**config.mk**
```make
export PLATFORM = sky130hd
export DESIGN_NAME = uart_rx_typed_dechunker
export DESIGN_NICKNAME = d
export VERILOG_FILES = /design/src/rtl/uart_rx_typed_dechunker_pkg.sv /design/src/rtl/uart_rx_idle_timer.sv /design/src/rtl/uart_rx_typed_dechunker.sv
export SDC_FILE = /design/constraint.sdc
export NUM_CORES = 1
export LEC_CHECK = 0
export BUFFER_PORTS_ARGS = -buffer_cell sky130_fd_sc_hd__buf_2
export CORE_AREA = 2 2 123 125
export DETAILED_ROUTE_END_ITERATION = 10
export DIE_AREA = 0 0 125 127
export PLACE_DENSITY = 0.79
export REMOVE_ABC_BUFFERS = 1
export SLEW_MARGIN = 30
export SYNTH_ARGS = -nofsm -noshare
export SYNTH_HDL_FRONTEND = slang
export SYNTH_HIERARCHICAL = 1
export SYNTH_SLANG_ARGS = --single-unit
```
**constraint.sdc**
```tcl
create_clock -name CLK -period 4.9 [get_ports CLK]
set_input_delay 0.245 -clock CLK [delete_from_list [all_inputs] [get_ports CLK]]
set_output_delay 0.245 -clock CLK [all_outputs]
set_load 0.01 [all_outputs]
```
**src/rtl/uart_rx_typed_dechunker_pkg.sv**
```systemverilog
// Shared definitions for the typed-chunk UART receive path:
// decoder states and the header/escape byte.
package uart_rx_typed_dechunker_pkg;

    localparam int unsigned STATE_W  = 2;
    localparam logic [7:0]  HDR_BYTE = 8'h00;

    typedef enum logic [STATE_W-1:0] {
        ST_SYNC,
        ST_HDR,
        ST_DATA,
        ST_ESC
    } state_t;

endpackage

```
**src/rtl/uart_rx_idle_timer.sv**
```systemverilog
// Saturating idle counter: cleared by each received byte; expired holds high
// once TIMEOUT_CYCLES idle cycles have elapsed. TIMEOUT_CYCLES=0 disables it.
module uart_rx_idle_timer #(
    parameter int unsigned TIMEOUT_CYCLES = 1000000
) (
    input  logic CLK,
    input  logic RST,
    input  logic clear,
    output logic expired
);

    localparam int unsigned CW = (TIMEOUT_CYCLES > 0) ? $clog2(TIMEOUT_CYCLES + 1) : 1;
    localparam logic [CW-1:0] LIMIT = CW'(TIMEOUT_CYCLES);

    logic [CW-1:0] count;

    always_ff @(posedge CLK or posedge RST) begin
        if (RST) begin
            count <= '0;
        end else if (clear) begin
            count <= '0;
        end else if (count != LIMIT) begin
            count <= count + 1'b1;
        end
    end

    assign expired = (TIMEOUT_CYCLES != 0) && (count == LIMIT);

endmodule

```
**src/rtl/uart_rx_typed_dechunker.sv**
```systemverilog
// Strips 0x00+type chunk headers from a received byte stream, un-escapes
// 0x00 0x00 into a data 0x00, and emits each completed chunk as a packed buffer.
module uart_rx_typed_dechunker
    import uart_rx_typed_dechunker_pkg::*;
#(
    parameter int unsigned BUFFER_BYTE_SIZE  = 3,
    parameter int unsigned BUFFER_INDEX_SIZE = 32,
    parameter int unsigned TIMEOUT_CYCLES    = 1000000
) (
    input  logic                          CLK,
    input  logic                          RST,
    input  logic                          is_rx_done,
    input  logic [7:0]                    rx_data,
    output logic                          is_chunk_ready,
    output logic [BUFFER_BYTE_SIZE*8-1:0] chunk_bytes,
    output logic [BUFFER_INDEX_SIZE-1:0]  chunk_byte_size,
    output logic [7:0]                    chunk_type,
    output logic                          is_frame_error
);

    state_t                          state, state_nxt;
    logic [BUFFER_BYTE_SIZE*8-1:0]   work_bytes, work_nxt;
    logic [BUFFER_INDEX_SIZE-1:0]    wr_index, idx_nxt;
    logic [7:0]                      pending_type;
    logic                            store, emit_req, emit, load_type, frame_err_nxt;
    logic                            expired;

    uart_rx_idle_timer #(
        .TIMEOUT_CYCLES(TIMEOUT_CYCLES)
    ) u_idle_timer (
        .CLK     (CLK),
        .RST     (RST),
        .clear   (is_rx_done),
        .expired (expired)
    );

    always_ff @(posedge CLK or posedge RST) begin
        if (RST) begin
            state <= ST_SYNC;
        end else begin
            state <= state_nxt;
        end
    end

    always_comb begin
        state_nxt     = state;
        store         = 1'b0;
        emit_req      = 1'b0;
        load_type     = 1'b0;
        frame_err_nxt = 1'b0;
        work_nxt      = work_bytes;
        idx_nxt       = wr_index;
        case (state)
            ST_SYNC: begin
                if (is_rx_done) begin
                    if (rx_data == HDR_BYTE) state_nxt = ST_HDR;
                    else                     frame_err_nxt = 1'b1;
                end
            end
            ST_HDR: begin
                if (is_rx_done && rx_data != HDR_BYTE) begin
                    load_type = 1'b1;
                    state_nxt = ST_DATA;
                end
            end
            ST_DATA: begin
                if (is_rx_done) begin
                    if (rx_data == HDR_BYTE) state_nxt = ST_ESC;
                    else                     store = 1'b1;
                end else if (expired) begin
                    emit_req  = 1'b1;
                    state_nxt = ST_SYNC;
                end
            end
            ST_ESC: begin
                if (is_rx_done) begin
                    if (rx_data == HDR_BYTE) begin
                        store     = 1'b1;
                        state_nxt = ST_DATA;
                    end else begin
                        emit_req  = 1'b1;
                        load_type = 1'b1;
                        state_nxt = ST_DATA;
                    end
                end else if (expired) begin
                    // the unpaired 0x00 opens the next header
                    emit_req  = 1'b1;
                    state_nxt = ST_HDR;
                end
            end
            default: state_nxt = ST_SYNC;
        endcase

        if (store) begin
            for (int unsigned i = 0; i < BUFFER_BYTE_SIZE; i++) begin
                if (wr_index == BUFFER_INDEX_SIZE'(i)) work_nxt[i*8 +: 8] = rx_data;
            end
            idx_nxt = wr_index + 1'b1;
            if (idx_nxt == BUFFER_INDEX_SIZE'(BUFFER_BYTE_SIZE)) begin
                emit_req  = 1'b1;
                state_nxt = ST_SYNC;
            end
        end

        emit = emit_req && (idx_nxt != '0);
    end

    // Emit copies the post-store view so a full-buffer store lands in the chunk.
    always_ff @(posedge CLK or posedge RST) begin
        if (RST) begin
            work_bytes      <= '0;
            wr_index        <= '0;
            pending_type    <= '0;
            is_chunk_ready  <= 1'b0;
            is_frame_error  <= 1'b0;
            chunk_bytes     <= '0;
            chunk_byte_size <= '0;
            chunk_type      <= '0;
        end else begin
            is_chunk_ready <= emit;
            is_frame_error <= frame_err_nxt;
            if (emit) begin
                chunk_bytes     <= work_nxt;
                chunk_byte_size <= idx_nxt;
                chunk_type      <= pending_type;
            end
            if (emit || load_type) begin
                work_bytes <= '0;
                wr_index   <= '0;
            end else begin
                work_bytes <= work_nxt;
                wr_index   <= idx_nxt;
            end
            if (load_type) pending_type <= rx_data;
        end
    end

endmodule

```
==> results.cfg <==
[status]
status = completed

[clocking]
root_buffer = clkbuf_16
post_cts_resized = 0
cts_made_buffers = 17
worstSkewPairLatency_ns = 0.43
cts_buffer_depth = 2
clock-sinks = 152
clk_pin_slew_ns = 0.07
htree_num_levels = 4
cts_tree = built

[drt]
drt_pass1_iterations = 7
postRouteAntennaNets = 0
vias = 6422
viasPerCell = 6.16
postRouteWirelength_um = 20800
drc = 0
wire_per_inst_um = 20.0
drt_iter0_drc = 467

[timing]
rsz0062_at_grt = false
worst_slew_pin_slew_ns = 0.989
maxSlewViolCount = 0
hold_viol = 0
setup_ws_ns = 0.935
period_share = 0.809
max_freq_mhz = 252
setup_viol_count_final = 0
relSlewSlack = 0.341
period_needed_ns = 3.96
fin_skew_ns = 0.0113

[die]
die_h_um = 127
die_w_um = 125
rows = 44
ios = 77
initial_core_util = 0.594
dieArea_sq_um = 15900
core_sq_um = 14400

[grt]
first_global_vias = 6378
antenna_found_initial = 0
track_usage = 0.267
grt_overflow = 0
grt_pass1_wl_um = 33700
grt_max_degree = 73

[worst_setup_path]
crit_type = register to register
startpoint_type = register
cp_slowest_cell = nor4_4
cp.buffers_inverters = 1
crit_start = wr_index[0]
worstPathCellList = ha_1, nand3_4, nor4_4, nor2b_1, a31oi_1, or4_1, nor4_2, a21o_2, buf_4, a211oi_2
cp.arrival_ns = 4.23
cpPeakStageDelay_ns = 0.54
critPathMaxFanout = 15
rr_startpoint = wr_index[0]
end_kind = register
critPathTopFamily = simple AND/OR/NAND/NOR gates
required_ns = 5.16

[synth]
synth_cell_types = 69
synth-seq-area-share = 0.444
synth_area_sq_um = 8560
yosys_register_bits = 152
syn_area_per_cell_sq_um = 10.7
async_reset_ff_frac = 1.00
yosysWarnings = 6
netlist_instances = 802
synth_edf_count = 0
synth_flop_cell = dfrtp_1

[finish]
area_growth_pct = 11.7
instances_no_fill = 1042
diodes = 0
nets = 864
drive_gt1_frac = 0.226
utilization = 0.663
final_common_cell = dfrtp_1
fill_cells = 1107
fin_area_sq_um = 9570
final_cell_mix = 152 x dfrtp_1, 87 x mux2i_1, 76 x buf_2

[hold_path]
hold_path_startpoint = rx_data[1]
holdCritPathClass = input port to register

[place]
port_buffers = 76
place_area_sq_um = 8930
gp_congestion = 0.985
place_hpwl_um = 13900
dp.cells = 1010
dp_worst_setup_slack_ns = 0.822

[power]
p_leak_nw = 4.62
vdd_ir_drop_max_mv = 0.342
power.density_nw_per_um2 = 489
power.total_mw = 4.68

[run]
drv_cap = 0
-- state kept, by name, summed over array words and instances, names as in the netlist --
register            cells
chunk_bytes            24
chunk_type              8
work_bytes             24
is_frame_error          1
state                   2
chunk_byte_size        32
pending_type            8
is_chunk_ready          1
u_idle_timer/count     20
wr_index               32
-- timing repair --
item | 4_1_cts | 5_1_grt
hold buffers | 1 | 0
endpoints found under the hold margin | 74 | 0
setup endpoints to repair | 0 | 0
buffers inserted | 0 | 0
-- path summary, 6_finish.rpt --
kind / endpoint / slack [ns] / cells past startpoint
max reg2reg: wr_index[28] / 0.94 / 10
max in group asynchronous: chunk_bytes[4] / 3.27 / 4
min reg2reg: chunk_type[4] / 0.49 / 1
min in group asynchronous: chunk_bytes[23] / 0.52 / 3
min: pending_type[1] / 0.16 / 2
max: wr_index[28] / 0.94 / 10
-- synth_stat cells (all sizes together), types with 9 or more instances --
cell | n | area [sq um]
xnor2 | 34 | 305
o21ai | 9 | 45.0
a211oi | 58 | 636
inv | 67 | 251
nor2 | 42 | 158
nand4 | 32 | 236
xor2 | 31 | 272
mux2 | 19 | 214
dfrtp | 152 | 3800
and3 | 15 | 93.8
mux2i | 87 | 871
nand2 | 42 | 158
or3 | 9 | 66.3
buf | 43 | 299
nor3 | 18 | 95.1
clkbuf | 19 | 71.3
nand3 | 29 | 175
nor4 | 15 | 121
-- per-stage QoR --
stage          hold slack, ns  setup TNS (ns)
2_1_floorplan           0.209         -110.07
3_3_place_gp            0.419               0
3_5_place_dp            0.445               0
4_1_cts                 0.139               0
5_1_grt                 0.156               0
6_report                0.158               0
-- per-layer routing --
metal	GRT usage	up-vias	share of wire
met5	0	-	0
met4	0.0889	0	0.021
met3	0.0574	36	0.055
met2	0.433	212	0.49
met1	0.361	3251	0.43
li1	-	2923	-
-- logic make-up (layout without fill, tap and decap cells) --
kind of cell	count (synthesis)	after routing	share of synthesized area
AOI/OAI and AO/OA	108	108	0.121
xor gates and xnor gates	65	65	0.0673
adders and majority gates	7	7	0.0102
buffers and inverters	129	185	0.0726
DFF	152	152	0.444
muxes	106	106	0.127
and+or+nand+nor	235	235	0.158
-- final cells by class --
type | instances | area, sq um | share of cell area
inverters | 67 | 254 | 0.0265
multi-input cells | 521 | 4170 | 0.435
clock buffers | 20 | 457 | 0.0477
clock inverters | 11 | 163 | 0.0170
well taps | 184 | 230 | 0.0241
repair buffers | 87 | 494 | 0.0517
flip-flops and latches | 152 | 3800 | 0.398
-- where the power goes --
group / switching (mW) / internal (mW)
clock network: 0.548 / 0.837
logic: 0.829 / 0.590
registers: 0.242 / 1.63
total: 1.62 / 3.06
Power figures use the tool's default switching activity.
